## config.mk

```make
export PLATFORM = sky130hd
export DESIGN_NAME = shift_sequencer
export DESIGN_NICKNAME = d
export VERILOG_FILES = /design/src/rtl/shift_pkg.sv /design/src/rtl/shift_step.sv /design/src/rtl/shift_sequencer.sv
export SDC_FILE = /design/constraint.sdc
export NUM_CORES = 1
export LEC_CHECK = 0
export CORE_AREA = 2 2 57 59
export DETAILED_ROUTE_END_ITERATION = 10
export DIE_AREA = 0 0 59 61
export GPL_ROUTABILITY_DRIVEN = 0
export PLACE_DENSITY = 0.79
export SETUP_SLACK_MARGIN = 0.4
export SLEW_MARGIN = 20
export SYNTH_ARGS = -nofsm -noshare
export SYNTH_HDL_FRONTEND = slang
export SYNTH_SLANG_ARGS = --single-unit
export TNS_END_PERCENT = 20
```

## constraint.sdc

```tcl
create_clock -name clk -period 1.2 [get_ports clk]
set_input_delay 0.36 -clock clk [delete_from_list [all_inputs] [get_ports clk]]
set_output_delay 0.36 -clock clk [all_outputs]
set_load 0.02 [all_outputs]
```

## src/rtl/shift_pkg.sv

```systemverilog
// Shared definitions for the shift sequencer: op codes,
// FSM state encoding and the shift-amount saturation helper.
package shift_pkg;

   localparam logic [2:0] OP_CLR  = 3'd0;
   localparam logic [2:0] OP_LOAD = 3'd1;
   localparam logic [2:0] OP_LSR  = 3'd2;
   localparam logic [2:0] OP_LSL  = 3'd3;
   localparam logic [2:0] OP_ASR  = 3'd4;
   localparam logic [2:0] OP_FILL = 3'd5;
   localparam logic [2:0] OP_ROR  = 3'd6;
   localparam logic [2:0] OP_ROL  = 3'd7;

   typedef enum logic [1:0] {
      S_IDLE  = 2'd0,
      S_SHIFT = 2'd1,
      S_DONE  = 2'd2
   } state_e;

   // Amounts beyond the word width clamp to the width itself.
   function automatic int unsigned sat_amt(
      input int unsigned amt,
      input int unsigned len
   );
      return (amt > len) ? len : amt;
   endfunction

endpackage

```

## src/rtl/shift_step.sv

```systemverilog
// One-bit shift step: combinational next value of the data
// register for the selected operation.
module shift_step
   import shift_pkg::*;
#(
   parameter int DATA_LEN = 8
) (
   input  logic [DATA_LEN-1:0] q_i,
   input  logic [2:0]          op_i,
   input  logic                fill_i,
   output logic [DATA_LEN-1:0] q_o
);

   // Select the single-step transform for the captured op.
   always_comb begin
      q_o = q_i;
      unique case (op_i)
         OP_CLR:  q_o = '0;
         OP_LOAD: q_o = q_i;
         OP_LSR:  q_o = {1'b0, q_i[DATA_LEN-1:1]};
         OP_LSL:  q_o = {q_i[DATA_LEN-2:0], 1'b0};
         OP_ASR:  q_o = {q_i[DATA_LEN-1], q_i[DATA_LEN-1:1]};
         OP_FILL: q_o = {fill_i, q_i[DATA_LEN-1:1]};
         OP_ROR:  q_o = {q_i[0], q_i[DATA_LEN-1:1]};
         OP_ROL:  q_o = {q_i[DATA_LEN-2:0], q_i[DATA_LEN-1]};
      endcase
   end

endmodule

```

## src/rtl/shift_sequencer.sv

```systemverilog
// Multi-bit shift engine: accepts a request, applies one shift
// step per cycle for the saturated amount, returns the result.
module shift_sequencer
   import shift_pkg::*;
#(
   parameter int DATA_LEN = 8,
   parameter int AMT_W    = $clog2(DATA_LEN) + 1
) (
   input  logic                clk,
   input  logic                rst,
   input  logic                req_valid,
   output logic                req_ready,
   input  logic [DATA_LEN-1:0] req_data,
   input  logic [2:0]          req_op,
   input  logic [AMT_W-1:0]    req_amt,
   input  logic                req_fill,
   output logic                rsp_valid,
   input  logic                rsp_ready,
   output logic [DATA_LEN-1:0] rsp_data,
   output logic                busy
);

   state_e              state_q, state_d;
   logic [DATA_LEN-1:0] data_q, data_d;
   logic [DATA_LEN-1:0] step_nxt;
   logic [2:0]          op_q, op_d;
   logic                fill_q, fill_d;
   logic [AMT_W-1:0]    cnt_q, cnt_d;
   logic                ready_q, ready_d;
   logic                valid_q, valid_d;
   logic                busy_q, busy_d;
   logic [AMT_W-1:0]    amt_eff;
   logic                zero_step;

   shift_step #(
      .DATA_LEN(DATA_LEN)
   ) u_step (
      .q_i   (step_in_q()),
      .op_i  (op_q),
      .fill_i(fill_q),
      .q_o   (step_nxt)
   );

   function automatic logic [DATA_LEN-1:0] step_in_q();
      return data_q;
   endfunction

   // Clamp the requested amount; clear/load never shift.
   always_comb begin
      amt_eff   = AMT_W'(sat_amt(32'(req_amt), 32'(DATA_LEN)));
      zero_step = (req_op == OP_CLR) || (req_op == OP_LOAD)
               || (amt_eff == '0);
   end

   // Next-state, datapath and registered-output decode.
   always_comb begin
      state_d = state_q;
      data_d  = data_q;
      op_d    = op_q;
      fill_d  = fill_q;
      cnt_d   = cnt_q;
      unique case (state_q)
         S_IDLE: begin
            if (req_valid) begin
               op_d    = req_op;
               fill_d  = req_fill;
               data_d  = (req_op == OP_CLR) ? '0 : req_data;
               cnt_d   = zero_step ? '0 : amt_eff;
               state_d = zero_step ? S_DONE : S_SHIFT;
            end
         end
         S_SHIFT: begin
            data_d = step_nxt;
            cnt_d  = cnt_q - AMT_W'(1);
            if (cnt_q == AMT_W'(1)) begin
               state_d = S_DONE;
            end
         end
         S_DONE: begin
            if (rsp_ready) begin
               state_d = S_IDLE;
            end
         end
         default: state_d = S_IDLE;
      endcase
      ready_d = (state_d == S_IDLE);
      valid_d = (state_d == S_DONE);
      busy_d  = (state_d != S_IDLE);
   end

   // State, datapath and output registers with sync reset.
   always_ff @(posedge clk) begin
      if (rst) begin
         state_q <= S_IDLE;
         data_q  <= '0;
         op_q    <= OP_CLR;
         fill_q  <= 1'b0;
         cnt_q   <= '0;
         ready_q <= 1'b1;
         valid_q <= 1'b0;
         busy_q  <= 1'b0;
      end else begin
         state_q <= state_d;
         data_q  <= data_d;
         op_q    <= op_d;
         fill_q  <= fill_d;
         cnt_q   <= cnt_d;
         ready_q <= ready_d;
         valid_q <= valid_d;
         busy_q  <= busy_d;
      end
   end

   assign req_ready = ready_q;
   assign rsp_valid = valid_q;
   assign rsp_data  = data_q;
   assign busy      = busy_q;

endmodule
```

==> flow_summary_export.csv, run 1 <==
group,metric,value,unit
setup_path,path_cells,"nor2b_4 > buf_4 > o21ai_1 > a311oi_1",
synth,synth_edf_count,0,
sta,setup_viol,9,
synth,syn_inst,141,
synth,ys_ff_latch,21,
floorplanning,fp.dieArea,3599,sq um
layout,final_common_cell,"buf_4",
placed_design,dp_cells,223,
sta,slew_headroom,0.8216,
placed_design,hpwl,2359,um
layout,instances_no_fill,234,
layout,design_area,1949,sq um
synth,syn-cell-area,1211,sq um
floorplanning,start_util,0.4102,
clocking,cts_made_buffers,3,
flow_run,max_cap_viol_count,0,
layout,drive_above_1_share,0.4876,
setup_path,slowest_stage,"dfxtp_4",
sta,tns,-0.8453,ns
setup_path,end_kind,"register",
placed_design,place_area,1707,sq um
global_route,overflow,0,
sta,fmax,748.7,MHz
clocking,path_clk_slew,0.14,ns
min_path,min_path_cells,3,
routing,drt-pass1-iter-count,4,
layout,layout_common_cells,"buf_4, nor2_1, buf_6",
routing,wl_per_cell,15.55,um
setup_path,cp_slowest_stage_delay,0.43,ns
setup_path,crit_type,"reg2reg",
placed_design,port_buffers,30,
global_route,antenna_found_initial,0,
synth,yosysWarnings,0,
min_path,hp-start,"req_amt[1]",
layout,areaGrowthSynthToFinish,60.95,%
setup_path,worst-path-buf-inv,1,
sta,hold_violations,0,
power,p_leak,0.8290,nW
sta,rsz0062_at_grt,"yes",
synth,avgSynthCellArea,8.590,sq um
global_route,grt_pass1_wl,5140,um
clocking,cts_sinks,21,
routing,final_antenna_net_count,0,
synth,synthDistinctLibCells,44,
setup_path,cp.arrival,1.54,ns
sta,fin_ws,-0.1356,ns
synth,synth_async_sr_flop_share,0,
floorplanning,ios,31,
sta,worst_pin_slew,0.2649,ns
clocking,clockBufferDepth,2,
clocking,htreeDepth,1,
routing,wl,3638,um
global_route,grt_pass1_vias,1188,
setup_path,startpoint_type,"register",
power,p_per_area,1065,nW/um^2
sta,final.min_clock_period,1.336,ns
layout,nets,224,
min_path,whs_endpoint,"cnt_q[1]$_SDFFE_PP0P_",
floorplanning,fp.dieH,61,um
synth,synth_flop_cell,"dfxtp_1",
min_path,min_path_type,"in2reg",
clocking,hold_buffers,0,
setup_path,reg2reg_depth,4,
floorplanning,core,2953,sq um
sta,fin_hold_ws,0.3688,ns
setup_path,r2r_slack,-0.14,ns
global_route,grt_use_total,0.1877,
routing,drt_iter0_drc,16,
global_route,grt_start_max_net_pins,21,
synth,synth.net_count,163,
run_status,status,"finished with violations",
sta,final_max_slew_viol_count,0,
clocking,tritoncts,"built",
floorplanning,die_w,59,um
sta,clock_skew,0.01511,ns
clocking,clock_latency,0.31,ns
routing,vias,1306,
setup_path,worstReg2RegEnd,"rsp_data[3]$_SDFFE_PP0P_",
clocking,cts_root_buf,"clkbuf_4",
run_status,violations,"negative setup slack",
floorplanning,fp-row-count,20,
placed_design,post-place-ws,-0.6118,ns
setup_path,cp_top_family,"flip-flops",
setup_path,cp_max_fo,7,
synth,ys_seq_area_frac,0.3471,
sta,min_period_over_period,1.113,
setup_path,r2r-start,"state_q[0]$_SDFF_PP0_",
power,ir_worst_vdd,0.5444,mV
routing,detail_route.vias_per_cell,5.581,
layout,n_antenna_cell,0,
routing,drc,0,
setup_path,critPathRequiredTime,1.41,ns
==> area by class of cell <==
class,instances,area (sq um)
fillers,222,1003
multi-input cells,107,825.8
repair buffers,64,586.8
flip-flops and latches,21,449.2
well taps,33,41.29
clock buffers,3,22.52
inverters,5,18.77
clock inverters,1,5.005
==> through the flow <==
step / utilization / power (W)
after floorplan: - / 0.001245
after global placement: 0.5780 / 0.001546
after detailed placement: 0.5780 / 0.001573
after CTS: 0.6055 / 0.001936
after global routing: 0.6602 / 0.002183
final: 0.6602 / 0.002077
==> synthesized netlist by cell type, types with 3 or more instances <==
master | n | area, sq um
dfxtp_1 | 21 | 420.4
nor2_1 | 17 | 63.81
nand2_1 | 11 | 41.29
a21boi_1 | 7 | 52.55
a311oi_1 | 7 | 61.31
a21oi_1 | 6 | 30.03
and3_2 | 6 | 45.04
o21ai_1 | 6 | 30.03
inv_1 | 5 | 18.77
o21ai_0 | 5 | 25.02
buf_6 | 4 | 45.04
mux2i_1 | 4 | 40.04
nand3_1 | 3 | 15.01
==> worst register-to-register path, stage by stage, from the launching register on <==
cell,delay (ns)
dfxtp_4,0.43
nor2b_4,0.26
buf_4,0.19
o21ai_1,0.08
a311oi_1,0.28
==> cells by family after synthesis <==
family,synth area share
flops,0.3471
fa+ha+maj,0.02066
compound gates,0.2541
simple gates,0.2665
buf+inv,0.07128
xor+xnor,0.007233
mux,0.03306
==> worst max path at each step <==
stage,from,to,slack [ns],cells after the start
3_3_place_gp,req_amt[0],state_q[0]$_SDFF_PP0_,-0.56,6
5_1_grt,op_q[0]$_SDFFE_PP0P_,rsp_data[0]$_SDFFE_PP0P_,-0.19,4
6_report,state_q[0]$_SDFF_PP0_,rsp_data[3]$_SDFFE_PP0P_,-0.14,4
2_1_floorplan,state_q[0]$_SDFF_PP0_,rsp_data[0]$_SDFFE_PP0P_,-0.03,5
3_5_place_dp,req_op[2],rsp_data[0]$_SDFFE_PP0P_,-0.61,5
4_1_cts,state_q[0]$_SDFF_PP0_,rsp_data[0]$_SDFFE_PP0P_,-0.11,4
==> flip-flops by register name, indices dropped and copies added, names as in the netlist <==
register	flops
busy	1
cnt_q	4
fill_q	1
op_q	3
req_ready	1
rsp_data	8
rsp_valid	1
state_q	2
==> metal layers <==
| layer | track usage | up-vias | wire length, um |
|---|---|---|---|
| met2 | 0.3333 | 42 | 1846 |
| met5 | 0 | - | 0 |
| met4 | 0.06818 | 0 | 67 |
| met1 | 0.2337 | 620 | 1577 |
| li1 | - | 638 | - |
| met3 | 0.02345 | 6 | 147 |
==> what timing repair did <==
action                                  in CTS  in global routing
gates resized for setup                     62                 60
buffers inserted                             1                  6
endpoints found under the setup margin      32                 32
pin swaps                                    4                 17
==> power by group <==
part,internal (W),switching (W)
Sequential,0.000785,0.0000827
Combinational,0.000461,0.000387
Clock,0.000124,0.000237
(Power assumes the default switching activity.)
==> run 2, diff against run 1 <==
--- a/config.mk
+++ b/config.mk
@@ -5,11 +5,11 @@
 export SDC_FILE = /design/constraint.sdc
 export NUM_CORES = 1
 export LEC_CHECK = 0
-export CORE_AREA = 2 2 57 59
+export CORE_AREA = 2 2 54 56
 export DETAILED_ROUTE_END_ITERATION = 10
-export DIE_AREA = 0 0 59 61
+export DIE_AREA = 0 0 56 58
 export GPL_ROUTABILITY_DRIVEN = 0
-export PLACE_DENSITY = 0.79
+export PLACE_DENSITY = 0.83
 export SETUP_SLACK_MARGIN = 0.4
 export SLEW_MARGIN = 20
 export SYNTH_ARGS = -nofsm -noshare
==> constraint.sdc (replaced) <==
create_clock -name clk -period 1.5 [get_ports clk]
set_input_delay 0.45 -clock clk [delete_from_list [all_inputs] [get_ports clk]]
set_output_delay 0.45 -clock clk [all_outputs]
set_load 0.02 [all_outputs]
==> run 2 against run 1 <==
The run now ends clean. Critical path type unchanged. Flip-flop and latch count is the same. Register-to-register slack gained 0.28 ns. Critical path depth is the same. Non-clock buffer count shrank 3.
==> flow_summary_export.csv, run 2 (synthesized netlist as in run 1, its figures left out) <==
group,metric,value,unit
floorplanning,ios,31,
placed_design,post-place-ws,-0.4201,ns
layout,largest_register_ffs,8,
floorplanning,fp.dieArea,3248,sq um
sta,slew_headroom,0.8111,
power,finalPower,0.001606,W
sta,rsz0062_at_grt,"yes",
routing,wl,3873,um
routing,final_antenna_net_count,0,
clocking,path_clk_slew,0.13,ns
power,swShare,0.3445,
global_route,antenna_found_initial,0,
layout,areaGrowthSynthToFinish,50.83,%
floorplanning,core,2663,sq um
power,ir_worst_vdd,0.6636,mV
global_route,gr-usage-met1,0.3047,
layout,layout_common_cells,"buf_4, nor2_1, clkdlybuf4s50_1",
layout,n_antenna_cell,0,
power,clockPowerShare,0.176,
setup_path,critPathRequiredTime,1.72,ns
floorplanning,die_w,56,um
global_route,grt_pass1_wl,6279,um
setup_path,startpoint_type,"register",
sta,hold_violations,0,
layout,drive_above_1_share,0.4472,
global_route,grt_pass1_vias,1345,
clocking,htreeDepth,1,
routing,wl_per_cell,16.84,um
clocking,cts_sinks,21,
routing,detail_route.vias_per_cell,6.000,
global_route,grt_use_total,0.2507,
floorplanning,start_util,0.4549,
setup_path,worstReg2RegEnd,"rsp_data[0]$_SDFFE_PP0P_",
placed_design,hpwl,2271,um
setup_path,reg2reg_depth,4,
sta,clock_skew,0.01182,ns
power,switching_power,0.0005533,W
global_route,grt_start_max_net_pins,21,
clocking,tritoncts,"built",
layout,nets,222,
setup_path,cp.arrival,1.57,ns
sta,worst_pin_slew,0.2823,ns
floorplanning,fp-row-count,19,
min_path,whs_endpoint,"cnt_q[0]$_SDFFE_PP0P_",
sta,final.min_clock_period,1.353,ns
sta,final_max_slew_viol_count,0,
setup_path,cp_max_fo,7,
power,intPower,0.001053,W
global_route,grt_busiest_layer,"met2",
setup_path,crit_type,"reg2reg",
setup_path,r2r_slack,0.15,ns
global_route,overflow,0,
routing,vias,1380,
clocking,cts_root_buf,"clkbuf_4",
power,combPwrFrac,0.394,
floorplanning,fp.dieH,58,um
clocking,clock_latency,0.31,ns
layout,final_common_cell,"buf_4",
global_route,grt_use_met2,0.4202,
min_path,min_path_type,"in2reg",
power,sequentialPowerShare,0.430,
power,p_leak,0.7668,nW
power,p_per_area,879.1,nW/um^2
sta,min_period_over_period,0.9018,
setup_path,end_kind,"register",
sta,setup_viol,0,
min_path,min_path_cells,3,
setup_path,r2r-start,"op_q[1]$_SDFFE_PP0P_",
routing,drt-pass1-iter-count,4,
min_path,hp-start,"req_amt[0]",
clocking,clockBufferDepth,2,
routing,drt_iter0_drc,74,
global_route,use_met3,0.04464,
run_status,status,"finished clean",
routing,drc,0,
sta,fmax,739.3,MHz
clocking,cts_made_buffers,3,
flow_run,max_cap_viol_count,0,
sta,fin_ws,0.1473,ns
placed_design,port_buffers,30,
-- run 2: cell type report --
type / instances / area (sq um)
Tap cell: 31 / 38.79
Inverter: 5 / 18.77
Clock buffer: 4 / 26.28
Fill cell: 210 / 835.8
Multi-Input combinational cell: 108 / 784.5
Sequential cell: 21 / 447.9
Timing Repair Buffer: 61 / 510.5
-- run 2: worst max path at each step --
stage,start,endpoint,depth (start not counted)
floorplan,req_op[1],rsp_data[0]$_SDFFE_PP0P_,4
global placement,req_op[1],rsp_data[6]$_SDFFE_PP0P_,5
detailed placement,req_op[1],rsp_data[0]$_SDFFE_PP0P_,5
CTS,op_q[1]$_SDFFE_PP0P_,rsp_data[0]$_SDFFE_PP0P_,3
global route,state_q[0]$_SDFF_PP0_,rsp_data[1]$_SDFFE_PP0P_,4
finish,op_q[1]$_SDFFE_PP0P_,rsp_data[0]$_SDFFE_PP0P_,4
-- run 2: per-layer routing --
layer | vias up | routed length, um
met5 | - | 0
met4 | 0 | 119
met3 | 14 | 348
met2 | 90 | 1879
met1 | 637 | 1525
li1 | 639 | -
-- run 2: power groups by stage --
stage,registers [W],logic (W),clock network (W)
after floorplan,0.000721,0.000273,0
after global placement,0.000695,0.000498,0
after detailed placement,0.000699,0.000519,0
after CTS,0.000686,0.000580,0.000283
after global routing,0.000698,0.000677,0.000304
final,0.000691,0.000632,0.000283
-- run 2: stage by stage --
step           hold WS (ns)  area [sq um]  utilization  instances  setup TNS, ns
6_report             0.4532          1827       0.6861        230              0
5_1_grt              0.4600          1827       0.6861        230              0
4_1_cts              0.4276          1785       0.6706        227              0
3_5_place_dp         0.4974          1617       0.6071        210         -6.647
3_3_place_gp         0.4796          1617       0.6071        210         -5.680
2_1_floorplan        0.4607          1212            -        141              0
-- run 2: repair_timing --
| item | CTS | global route |
|---|---|---|
| setup buffers | 12 | 3 |
| pin swaps | 8 | 3 |
| setup endpoints to repair | 32 | 32 |
| hold buffers | 0 | 0 |
| endpoints found under the hold margin | 0 | 0 |
| gates cloned | 1 | 0 |
| gates resized for setup | 97 | 17 |
-- run 2: critical path, cell delays in order, from the launching register on --
cell	delay (ns)
dfxtp_4	0.40
or2b_4	0.31
a21boi_1	0.17
o21ai_0	0.14
a311oi_2	0.25
